## config.mk

```make
export PLATFORM = sky130hd
export DESIGN_NAME = aexm_pipe_sched
export DESIGN_NICKNAME = d
export VERILOG_FILES = /design/src/rtl/aexm_pipe_sched.sv
export SDC_FILE = /design/constraint.sdc
export NUM_CORES = 1
export LEC_CHECK = 0
export ABC_AREA = 1
export CELL_PAD_IN_SITES_DETAIL_PLACEMENT = 0
export CELL_PAD_IN_SITES_GLOBAL_PLACEMENT = 1
export CORE_ASPECT_RATIO = 0.8
export CORE_MARGIN = 2
export CORE_UTILIZATION = 34
export CTS_CLUSTER_DIAMETER = 60
export DETAILED_ROUTE_END_ITERATION = 7
export MAX_ROUTING_LAYER = met4
export PLACE_DENSITY_LB_ADDON = 0.1
export SLEW_MARGIN = 25
export SYNTH_ARGS = -nofsm -noshare
export SYNTH_HDL_FRONTEND = slang
export SYNTH_SLANG_ARGS = --single-unit
```

## constraint.sdc

```tcl
create_clock -name gclk -period 1.9 [get_ports gclk]
set_input_delay 0.285 -clock gclk [delete_from_list [all_inputs] [get_ports gclk]]
set_output_delay 0.285 -clock gclk [all_outputs]
set_load 0.1 [all_outputs]
```

## src/rtl/aexm_pipe_sched.sv

```systemverilog
// Pipeline sequencer for the AEXM core: decode/execute advance enables, multi-cycle
// op holds, cache-busy holds, interrupt injection and a saturating stall counter.
module aexm_pipe_sched #(
    parameter int MC_CYCLES   = 3,
    parameter int STALL_CNT_W = 16
) (
    input  logic                   gclk,
    input  logic                   grst,
    input  logic                   fSTALL,
    input  logic                   icache_busy,
    input  logic                   dcache_busy,
    input  logic                   in_dslot,
    input  logic                   int_req,
    input  logic                   int_enable,
    input  logic                   perf_clr,
    output logic                   d_en,
    output logic                   x_en,
    output logic                   cpu_interrupt,
    output logic                   int_ack,
    output logic [STALL_CNT_W-1:0] stall_cycles
);

    typedef enum logic [1:0] {RUN, MCOP, INT} state_t;

    // The advance cycle of a multi-cycle op counts toward MC_CYCLES, so MCOP
    // itself lasts MC_CYCLES-1 cycles, counting down to zero.
    localparam logic [3:0] MC_LOAD = 4'(MC_CYCLES - 2);

    state_t                 state;
    logic [3:0]             mcCnt;
    logic                   intArmed;
    logic                   busy;
    logic                   advance;
    logic                   intTake;
    logic [STALL_CNT_W-1:0] stallCnt;

    assign busy    = icache_busy | dcache_busy;
    assign advance = ((state == RUN) || (state == INT)) && !busy;
    assign intTake = int_req && int_enable && intArmed && !in_dslot;

    assign d_en          = advance;
    assign x_en          = advance;
    assign cpu_interrupt = (state == INT);
    assign int_ack       = (state == INT) && advance;
    assign stall_cycles  = stallCnt;

    always_ff @(posedge gclk) begin
        if (!grst) begin
            state    <= RUN;
            mcCnt    <= 4'd0;
            intArmed <= 1'b1;
        end else begin
            case (state)
                RUN: begin
                    if (!busy && fSTALL) begin
                        state <= MCOP;
                        mcCnt <= MC_LOAD;
                    end else if (!busy && intTake) begin
                        state <= INT;
                    end
                end
                MCOP: begin
                    if (mcCnt == 4'd0) state <= RUN;
                    else               mcCnt <= mcCnt - 4'd1;
                end
                INT: begin
                    if (advance) state <= RUN;
                end
                default: state <= RUN;
            endcase
            // A dropped request re-arms even on the ack cycle, so a level that
            // fell while waiting in INT can be retaken.
            if (int_ack)  intArmed <= 1'b0;
            if (!int_req) intArmed <= 1'b1;
        end
    end

    always_ff @(posedge gclk) begin
        if (!grst || perf_clr)              stallCnt <= '0;
        else if (!advance && stallCnt != '1) stallCnt <= stallCnt + 1'b1;
    end

endmodule

```

### Word level (Yosys, flattened, before mapping)

Index checks and enable logic that the tools add are counted.
Widths: inputs -> output; s select.

* $add $sub $neg: 2
* equal/unequal tests: 8
* muxes and demuxes: 8
* bitwise gates (word level): 1
* reduce and logical (&&, ||, !) cells: 20

Operator list (number)
* $add 16x1->16 const B: 1
* $ne 16x16->1 const B: 1
* $logic_and 1x1->1: 8
* $mux 2: 4
* $mux 4: 2
* $pmux 4 s2: 1
* $pmux 2 s3: 1
* $reduce_and 3->1: 2
* $logic_not 1->1: 4
* $logic_not 4->1: 1
* $ne 2x1->1 const B: 2
* $ne 2x2->1 const B: 2
* $sub 4x1->4 const B: 1
* $ne 3x1->1 const B: 1
* $eq 2x1->1 const B: 1
* $eq 2x2->1 const B: 1
* $logic_not 2->1: 1
* $logic_or 1x1->1: 2
* $reduce_and 2->1: 1
* $reduce_bool 2->1: 1
* $or 1x1->1: 1

* register bits: 23
* bits of input ports: 9
* output and inout port bits: 20
* word-level logic and storage cells: 43

### Depth between registers and ports, before layout

Gate-level depths: netlist (run 1).

* depth in word-level cells: 7
* depth in mapped cells: 9
* mapped depth without buffers: 9

### Worst setup path after synthesis (run 1)

Ideal clock, no wire load.

* path type: register to register
* from: register stallCnt[0] (netlist: stall_cycles[0])
* to: register stallCnt[0] (netlist: stall_cycles[0])
* setup time: 117 ps
* arrival time: 2147 ps
* required time: 1783 ps
* slack: -364 ps
* stages on the path, launching flop included: 10
* buffers on the path: 1
* clock period less this slack: 2264 ps
* path through: dfxtp_1 > ha_1 > inv_1 > nor2_2 > nand2_2 > nor2_2 > nor2_4 > buf_6 > nor2_1 > nor2_1

* word-level cells in the longest chain between the ends: 2
* elaborated cells on any way between the ends: 3
* classes of those cells: 1 x add/sub; 1 x eq/ne; 1 x reduce/logical

Ends and longest elaborated chain
* start, declared: RTL line 35 `logic [STALL_CNT_W-1:0] stallCnt;`
* start signal, assigned: RTL line 80 `else if (!advance && stallCnt != '1) stallCnt <= stallCnt + 1'b1;`
* branches (longest 2 deep; another with $add 16x1->16)

Parallel ways; which one is timed is not known.
A chain may end at the register's enable or synchronous reset.

### Worst setup path after layout (run 1)

* from: input port dcache_busy
* to: output port d_en

* word-level cells in the longest chain between the ends: 3

Ends and longest elaborated chain
* start, declared: RTL line 11 `input logic dcache_busy,`
* $or 1x1->1: RTL line 37 `assign busy = icache_busy | dcache_busy;`
* $logic_not 1->1: RTL line 38 `assign advance = ((state == RUN) || (state == INT)) && !busy;`
* $logic_and 1x1->1: RTL line 38
* end, declared: RTL line 16 `output logic d_en,`

No other way between the ends.

==> results.toml, run 1 <==
[outcome]
status = "completed"

[routing]
ant_nets = 0
wl_per_cell_microns = 11.86
drt_iter0_drc = 51
first_pass_iters = 4
drcViolationCount = 0
drt_wl_total_mm = 3.239
drt-vias-per-instance = 4.659
dr_total_vias = 1272

[critical_path]
setup.worst_path.start_class = "input pin"
cp.depth = 5
path_class = "in2out"
r2r-end = "stall_cycles[2]"
rr_worst_depth = 7
crit_slowest_cell = "clkdlybuf4s50_1"
critPathLaunch = "dcache_busy"
rr_startpoint = "stall_cycles[0]"
end_kind = "output pin"
crit_chain = "clkdlybuf4s50_1 -> nor2_2 -> inv_2 -> nor2_4 -> buf_12"
arrival_ns = 1.37
endpoint = "d_en"
worstPathMaxFanout = 5
required_ns = 1.62
slowest_delay_ns = 0.41
reg2reg_setup_slack_ns = 0.25
crit_family = "buffers and inverters"
path_buf_inv = 3

[min_path]
hold_path_class = "reg2reg"

[layout]
nFillCells = 402
antenna_cells = 0
final_nets = 241
final-seq-area_sq_um = 480.5
multi_input_area_sq_um = 728.2
syn_to_final_growth_pct = 30.91
final_layout_size_suffix_gt1_frac = 0.2445

[floorplanning]
die_w_microns = 72.90
initial_core_util = 0.3463
placement_rows = 20
die_area_sq_mm = 0.004310
ios = 29
core_sq_mm = 0.003729
fp.dieH_microns = 59.12

[global_route]
grt_usage = 0.1702
grt_overflow = 0
grt_max_degree = 18
grt_pass1_vias = 1166
antenna_found_initial = 0
grt_pass1_wl_mm = 5.464

[sta]
max_freq_mhz = 603.6
max_slew.worst_pin.slew_ns = 0.5227
min_period_ns = 1.657
setup_violations = 0
rsz0062_at_grt = "no"
fin_hold_ws_ns = 0.4861
finalCritPeriodShare = 0.8720
slew_headroom = 0.6515
slew_violations = 0
fin_worst_skew_ns = 0.007474
fin_tns_setup_ns = 0
hold_violations = 0

[clock_network]
max-clock-path-buffers = 2
cts-resized-gates = 0
postCtsHoldBufs = 0
clock_latency_ns = 0.27
cts-root-buf = "clkbuf_8"
cts.sinks = 23
clk_pin_slew_ns = 0.08
cts-htree-levels = 1
postCtsSetupBuffers = 0
cts_buffers = 3
cts_tree = "done"

[power]
irDropWorstVdd_mv = 0.3361
pwr-share-clk = 0.315
leakagePower_uw = 0.0006763
p_seq_frac = 0.504
powerDensity_mw_per_mm2 = 591.5
p_switching_uw = 294.2
p_comb_frac = 0.181
power.internal_uw = 705.7
p_sw_frac = 0.2942

[yosys]
synth_cells = 197
netlist_area_sq_mm = 0.001291
synth.area.top_cells = "dfxtp_1 (36%), nand2_1 (17%), nor2_1 (8.7%)"
syn_area_per_cell_sq_um = 6.555
yosysWarnings = 0
yosys_register_bits = 23
synth.distinct_cells = 25
synth_top_area_frac = 0.3566
ys_seq_area_frac = 0.3566
synth_largest_area_cell = "dfxtp_1"
synth.net_count = 208

[placed_design]
portBuffers = 28
dp_hpwl_mm = 2.479
place_congestion = 0.8543

[job]
drv_cap = 0
==> cell type report <==
class | count | share of cell area
Multi-Input combinational cell | 150 | 0.4308
Inverter | 21 | 0.04663
Timing Repair Buffer | 31 | 0.1791
Clock buffer | 4 | 0.02665
Sequential cell | 23 | 0.2842
Tap cell | 44 | 0.03257
==> synth_stat cells, drive strengths merged <==
library cell / n
nand2: 61
nor2: 36
dfxtp: 23
inv: 20
a21oi: 17
nand3: 10
nand4: 7
xor2: 4
buf: 3
o21ai: 3
xnor2: 3
ha: 2
nor3: 2
a21boi: 1
a31oi: 1
clkinv: 1
o211a: 1
o211ai: 1
or2: 1
==> sequential cells by signal (all words and copies together), names as in the netlist <==
signal	count
intArmed	1
stall_cycles	16
state	2
mcCnt	4
==> cells in the final DEF (no fill, tap or decap) <==
cell	count
nand3_1	10
a31oi_1	1
o21ai_0	2
nor2_4	2
xnor2_1	3
clkbuf_8	3
nand2_2	2
clkinv_1	1
dfxtp_2	16
clkdlybuf4s50_1	8
nor2_1	29
a21boi_0	1
nand2_1	59
nor3_1	2
a21oi_1	17
inv_1	16
nand4_1	7
xor2_1	4
nor2_2	5
dfxtp_1	7
inv_2	4
o211ai_1	1
o211a_1	1
ha_1	2
buf_4	19
or2_0	1
clkbuf_1	1
buf_12	4
o21ai_2	1
==> cells by family (layout without fill, tap and decap cells) <==
logic type | Yosys count | count (layout) | synth area share
buffers and inverters | 24 | 56 | 0.08139
and+or+nand+nor | 117 | 117 | 0.3905
xor gates and xnor gates | 7 | 7 | 0.04748
DFF | 23 | 23 | 0.3566
adders and majority gates | 2 | 2 | 0.01938
AOI/OAI and AO/OA | 24 | 24 | 0.1047
==> worst min-delay path by stage <==
stage	from	to	slack (ns)	cells after the start
finish	mcCnt[1]	mcCnt[1]	0.49	2
global route	mcCnt[0]	mcCnt[0]	0.52	2
floorplan	int_req	intArmed	0.37	1
detailed placement	mcCnt[1]	mcCnt[1]	0.48	2
CTS	mcCnt[1]	mcCnt[1]	0.49	2
global placement	mcCnt[1]	mcCnt[1]	0.47	2
==> worst min-delay path: cells and delay by family, from the launching register on <==
| kind | cells | cell delay (ns) |
|---|---|---|
| flops | 1 | 0.33 |
| simple gates | 1 | 0.07 |
| compound gates | 1 | 0.05 |
==> stage by stage <==
stage / area [sq um] / worst slack, ns / instances / total power [uW] / utilization
after floorplan: 1314 / 0.02149 / 197 / 634.8 / -
after global placement: 1645 / 0.1572 / 269 / 693.9 / 0.4413
after detailed placement: 1645 / 0.09598 / 269 / 696.9 / 0.4413
after CTS: 1690 / 0.2291 / 273 / 1005 / 0.4534
after global routing: 1690 / 0.07374 / 273 / 1044 / 0.4534
final: 1690 / 0.2431 / 273 / 999.9 / 0.4534
==> metal layers <==
layer  track usage  share of wire
met5             -              0
met4       0.02646         0.0065
met3       0.04082          0.051
met2        0.2623           0.40
met1        0.2325           0.54
==> power by group through the flow <==
| stage | clock network [uW] | logic (uW) | registers [uW] |
|---|---|---|---|
| global placement | 0 | 179 | 514 |
| global route | 342 | 197 | 505 |
| CTS | 319 | 183 | 504 |
| floorplan | 0 | 104 | 531 |
| detailed placement | 0 | 182 | 515 |
| finish | 315 | 181 | 504 |
(Power assumes the default switching activity.)
==> run 2, diff against run 1 <==
CORE_UTILIZATION = 31   (was 34)
clock period = 1.35 ns   (was 1.9 ns; I/O delays follow)
==> run 2 against run 1 <==
Net effect:
- utilization rose by 16 points
- combinational power rose by 79%
- global-route usage increased by 1.0 points
- routed wire length rose by 12%
- register-to-register slack worse by 0.24 ns
- critical path depth increased by 4
- clock skew increased by 0.0027 ns
- via count up 14%
- design area up 41%
- clock power grew 44%
- non-clock buffer count up 38
- critical path type is now reg2reg
- critical endpoint is now stall_cycles[13]
- highest routed layer unchanged
==> results.toml, run 2 (synthesized netlist as in run 1, its figures left out) <==
[critical_path]
arrival_ns = 1.51
required_ns = 1.52
slowest_delay_ns = 0.37
path_class = "reg2reg"
worst_path_most_repeated_cell = "nor2_4"
setup.worst_path.start_class = "register"
crit_slowest_cell = "dfxtp_4"
end_kind = "register"
worstPathMaxFanout = 17
crit_chain = "ha_4 -> inv_2 -> nor2_2 -> nand2_2 -> nor2_4 -> nor2_4 -> buf_12 -> a21oi_2 -> nor2_1"

[placed_design]
portBuffers = 28
dp_hpwl_mm = 2.796
place_congestion = 0.7517
dp_worst_setup_slack_ns = -0.2715
placed_area_sq_mm = 0.002195

[layout]
syn_to_final_growth_pct = 85.08
layout_commonest_cell = "nand2_1"
nFillCells = 349
final_nets = 279
final_layout_size_suffix_gt1_frac = 0.4457
stdcell_area_sq_mm = 0.002390
final_cell_mix = "nand2_1 (54), buf_4 (37), nor2_1 (23), buf_12 (21), dfxtp_4 (17)"
antenna_cells = 0
largest_reg_flops = 16

[sta]
slew_violations = 0
fin_worst_skew_ns = 0.01018
finalCritPeriodShare = 0.9930
setup_violations = 0
max_freq_mhz = 746.0
slew_headroom = 0.8426
max_slew.worst_pin.slew_ns = 0.2342
min_period_ns = 1.341
setup_ws_ns = 0.009456
hold_violations = 0
rsz0062_at_grt = "yes"

[routing]
ant_nets = 0
dr_total_vias = 1451
routed.top_layer = "met4"
dr_wl_met3_microns = 125
drt_wl_total_mm = 3.631
first_pass_iters = 4
wl_per_cell_microns = 11.28
drt-vias-per-instance = 4.506
drt_iter0_drc = 41
route.met2.wl_mm = 1.537
drcViolationCount = 0
met1_length_mm = 1.924

[global_route]
antenna_found_initial = 0
grt_pass1_vias = 1398
grt_overflow = 0
grt_usage = 0.1807
grt_pass1_wl_mm = 6.403
grt_max_degree = 18

[floorplanning]
ios = 29
die_w_microns = 76.16
placement_rows = 20
core_sq_mm = 0.003904
die_area_sq_mm = 0.004701
fp.dieH_microns = 61.73
initial_core_util = 0.3308

[power]
p_seq_frac = 0.466
p_comb_frac = 0.223
irDropWorstVdd_mv = 0.5770
leakagePower_uw = 0.0009421
powerDensity_mw_per_mm2 = 608.5
pwr-share-clk = 0.311
total_power_uw = 1454
p_switching_uw = 449.7
p_sw_frac = 0.3093
power.internal_uw = 1004

[clock_network]
clock_latency_ns = 0.27
clk_pin_slew_ns = 0.10
max-clock-path-buffers = 2
cts-htree-levels = 1
cts_buffers = 3
postCtsHoldBufs = 0
cts-root-buf = "clkbuf_8"
cts.sinks = 23
cts_tree = "done"

[min_path]
hold_path_class = "in2reg"

[outcome]
status = "completed"

[job]
drv_cap = 0
-- run 2: cell count changes in the layout (fill, tap and decap cells not counted), sizes merged --
cell | before | now
clkdlybuf4s50 | 8 | 6
clkinv | 1 | 2
dlygate4sd2 | 0 | 2
clkbuf | 4 | 3
buf | 23 | 61
-- run 2: path summary, 6_finish.rpt --
check	endpoint	cells past startpoint	start	slack (ns)
hold reg to reg	mcCnt[0]	2	mcCnt[0]	0.48
hold / removal	intArmed	2	int_req	0.48
setup / recovery	stall_cycles[13]	9	stall_cycles[1]	0.009
setup reg to reg	stall_cycles[13]	9	stall_cycles[1]	0.009
-- run 2: power by group through the flow --
| stage | Combinational [uW] | Sequential, uW | Clock (uW) |
|---|---|---|---|
| 2_1_floorplan | 153 | 719 | 0 |
| 3_3_place_gp | 297 | 692 | 0 |
| 3_5_place_dp | 302 | 692 | 0 |
| 4_1_cts | 315 | 677 | 463 |
| 5_1_grt | 351 | 680 | 491 |
| 6_report | 324 | 677 | 453 |
-- run 2: timing repair --
action                     CTS  global route
setup buffers                4             0
setup endpoints to repair   16            20
pin swaps                    6             6
resized for setup           16            19
-- run 2: final cells by class --
cell class	instances	area [sq um]	share of cell area
inverter	21	81.33	0.03403
timing repair buffer	69	809.5	0.3387
clock buffer	3	41.29	0.01728
tap	55	68.82	0.02880
sequential	23	525.5	0.2199
multi-input combinational	150	858.3	0.3592
clock inverter	1	5.005	0.002094
-- run 2: per-stage QoR --
| stage | hold slack (ns) | util | instances | TNS, ns |
|---|---|---|---|---|
| after CTS | 0.4692 | 0.5949 | 322 | 0 |
| after global placement | 0.4601 | 0.5622 | 314 | -3.596 |
| final | 0.4771 | 0.6122 | 322 | 0 |
| after global routing | 0.4805 | 0.6122 | 322 | -0.7019 |
| after detailed placement | 0.4674 | 0.5622 | 314 | -4.324 |
| after floorplan | 0.2914 | - | 197 | -2.522 |
-- run 2: routing by layer --
layer | global-route usage | vias up
met4 | 0.05455 | 0
li1 | - | 770
met5 | - | -
met3 | 0.03757 | 4
met2 | 0.2895 | 29
met1 | 0.2362 | 648
-- run 2: critical path: cells and delay by family, from the launching register on --
| kind | cells | cell delay, ns |
|---|---|---|
| AND/OR/NAND/NOR | 5 | 0.42 |
| AO/OA/AOI/OAI | 1 | 0.12 |
| adder cells (fa/ha/maj) | 1 | 0.14 |
| flip-flops | 1 | 0.37 |
| buffers and inverters | 2 | 0.17 |
==> run 3, diff against run 2 <==
SETUP_SLACK_MARGIN = 0.02   (was default)
==> run 3 against run 2 <==
Net effect:
- via count decreased by 0.83%
- routed wire length increased by 0.94%
- first-iteration DRC count decreased by 44%
- clock-buffer cell count unchanged
- non-clock buffer count unchanged
- hold slack got worse by 0.00085 ns
- sequential power about the same
- flip-flop and latch count unchanged
- final cell count unchanged
- sequential share of layout area decreased by 0.092 points
- setup slack got worse by 0.0022 ns
- clock skew about the same
- critical path type unchanged
==> results.toml, run 3 (synthesized netlist as in run 1, its figures left out) <==
[outcome]
status = "completed"

[layout]
stdcell_area_sq_mm = 0.002400
final_cell_mix = "nand2_1 (54), buf_4 (37), nor2_1 (23), buf_12 (21), dfxtp_4 (17)"
layout_commonest_cell = "nand2_1"
final_layout_size_suffix_gt1_frac = 0.4494
antenna_cells = 0
final_nets = 279
largest_reg_flops = 16
nFillCells = 347
syn_to_final_growth_pct = 85.85

[floorplanning]
placement_rows = 20
initial_core_util = 0.3308
ios = 29
fp.dieH_microns = 61.73
core_sq_mm = 0.003904
die_w_microns = 76.16
die_area_sq_mm = 0.004701

[sta]
hold_violations = 0
fin_worst_skew_ns = 0.01061
max_slew.worst_pin.slew_ns = 0.2342
max_freq_mhz = 744.7
min_period_ns = 1.343
finalCritPeriodShare = 0.9946
fin_hold_ws_ns = 0.4762
slew_violations = 0
rsz0062_at_grt = "yes"
slew_headroom = 0.8426
setup_violations = 0

[critical_path]
path_class = "reg2reg"
setup.worst_path.start_class = "register"
end_kind = "register"
required_ns = 1.52
path_buf_inv = 2
rr_startpoint = "stall_cycles[1]"
arrival_ns = 1.51
r2r-end = "stall_cycles[13]"
reg2reg_setup_slack_ns = 0.007
crit_slowest_cell = "dfxtp_4"
worst_path_most_repeated_cell = "nor2_4"
rr_worst_depth = 9
worstPathMaxFanout = 17
crit_family = "simple AND/OR/NAND/NOR gates"
crit_chain = "ha_4 -> inv_2 -> nor2_2 -> nand2_2 -> nor2_4 -> nor2_4 -> buf_12 -> a21oi_2 -> nor2_1"
slowest_delay_ns = 0.37

[power]
p_comb_frac = 0.223
power.internal_uw = 1005
p_switching_uw = 452.3
irDropWorstVdd_mv = 0.5787
leakagePower_uw = 0.0009430
p_seq_frac = 0.465
powerDensity_mw_per_mm2 = 607.3
p_sw_frac = 0.3103
pwr-share-clk = 0.312

[clock_network]
clock_latency_ns = 0.27
cts-root-buf = "clkbuf_8"
cts_buffers = 3
postCtsHoldBufs = 0
cts.sinks = 23
cts_tree = "done"
max-clock-path-buffers = 2
cts-htree-levels = 1
clk_pin_slew_ns = 0.10

[min_path]
hold_path_class = "in2reg"
min_to = "intArmed"
min_from = "int_req"
hold_depth = 2

[routing]
drt_iter0_drc = 23
ant_nets = 0
drcViolationCount = 0
drt_wl_total_mm = 3.665
wl_per_cell_microns = 11.38
drt-vias-per-instance = 4.469
first_pass_iters = 4
dr_total_vias = 1439

[global_route]
antenna_found_initial = 0
grt_overflow = 0
grt_pass1_wl_mm = 6.437
grt_usage = 0.1817
grt_pass1_vias = 1408
grt_max_degree = 18

[placed_design]
portBuffers = 28
place_congestion = 0.7517
dp_hpwl_mm = 2.796
placed_area_sq_mm = 0.002195

[job]
drv_cap = 0
## run 3: cell count changes in the layout (fill, tap and decap cells not counted)
cell	previous run	this run
nand2_2	6	5
nand2_4	1	2
nand3_1	7	6
nand3_2	1	2
## run 3: worst register-to-register path: cells and delay by family (launching register included)
kind	cells	cell delay, ns
simple gates	5	0.42
flops	1	0.37
fa+ha+maj	1	0.14
compound gates	1	0.13
buf+inv	2	0.17
## run 3: layer usage
metal  global-route usage  up-vias  share of wire
met2               0.2908       26           0.43
met4              0.05455        0          0.012
met3              0.03757        4          0.040
li1                     -      769              -
met1               0.2380      640           0.52
met5                    -        -              0
## run 3: cell type report
class / count / area (sq um) / share of cell area
Inverter: 21 / 81.33 / 0.03389
Clock inverter: 1 / 5.005 / 0.002086
Clock buffer: 3 / 41.29 / 0.01721
Sequential cell: 23 / 525.5 / 0.2190
Tap cell: 55 / 68.82 / 0.02868
Multi-Input combinational cell: 150 / 868.3 / 0.3618
Timing Repair Buffer: 69 / 809.5 / 0.3373
## run 3: what timing repair did
| action | in CTS | in global routing |
|---|---|---|
| pin swaps | 7 | 6 |
| buffers inserted | 4 | 0 |
| cloned | 0 | 0 |
| resized for setup | 18 | 19 |
| hold endpoints to repair | 0 | 0 |
| setup endpoints to repair | 17 | 21 |
## run 3: how the worst max path moves through the flow
stage                    start          endpoint  slack (ns)  cells after the start
2_1_floorplan      icache_busy   stall_cycles[2]       -0.17                      8
3_3_place_gp       icache_busy   stall_cycles[2]       -0.20                      8
3_5_place_dp       icache_busy  stall_cycles[14]       -0.27                      8
4_1_cts        stall_cycles[3]   stall_cycles[5]       0.009                      7
5_1_grt        stall_cycles[5]  stall_cycles[15]       -0.09                      8
6_report       stall_cycles[1]  stall_cycles[13]       0.007                      9
## run 3: metrics by stage
stage / total power, uW / TNS [ns] / instances / setup WS [ns] / utilization
2_1_floorplan: 872.3 / -2.522 / 197 / -0.1731 / -
3_3_place_gp: 988.1 / -3.596 / 314 / -0.1953 / 0.5622
3_5_place_dp: 993.9 / -4.324 / 314 / -0.2715 / 0.5622
4_1_cts: 1455 / 0 / 322 / 0.009013 / 0.5968
5_1_grt: 1523 / -0.7048 / 322 / -0.08772 / 0.6147
6_report: 1458 / 0 / 322 / 0.007236 / 0.6147
## run 3: power groups by stage
stage | Clock (uW) | Sequential [uW] | Combinational, uW
detailed placement | 0 | 692 | 302
CTS | 463 | 677 | 315
finish | 455 | 677 | 325
global route | 491 | 680 | 352
global placement | 0 | 692 | 297
floorplan | 0 | 719 | 153
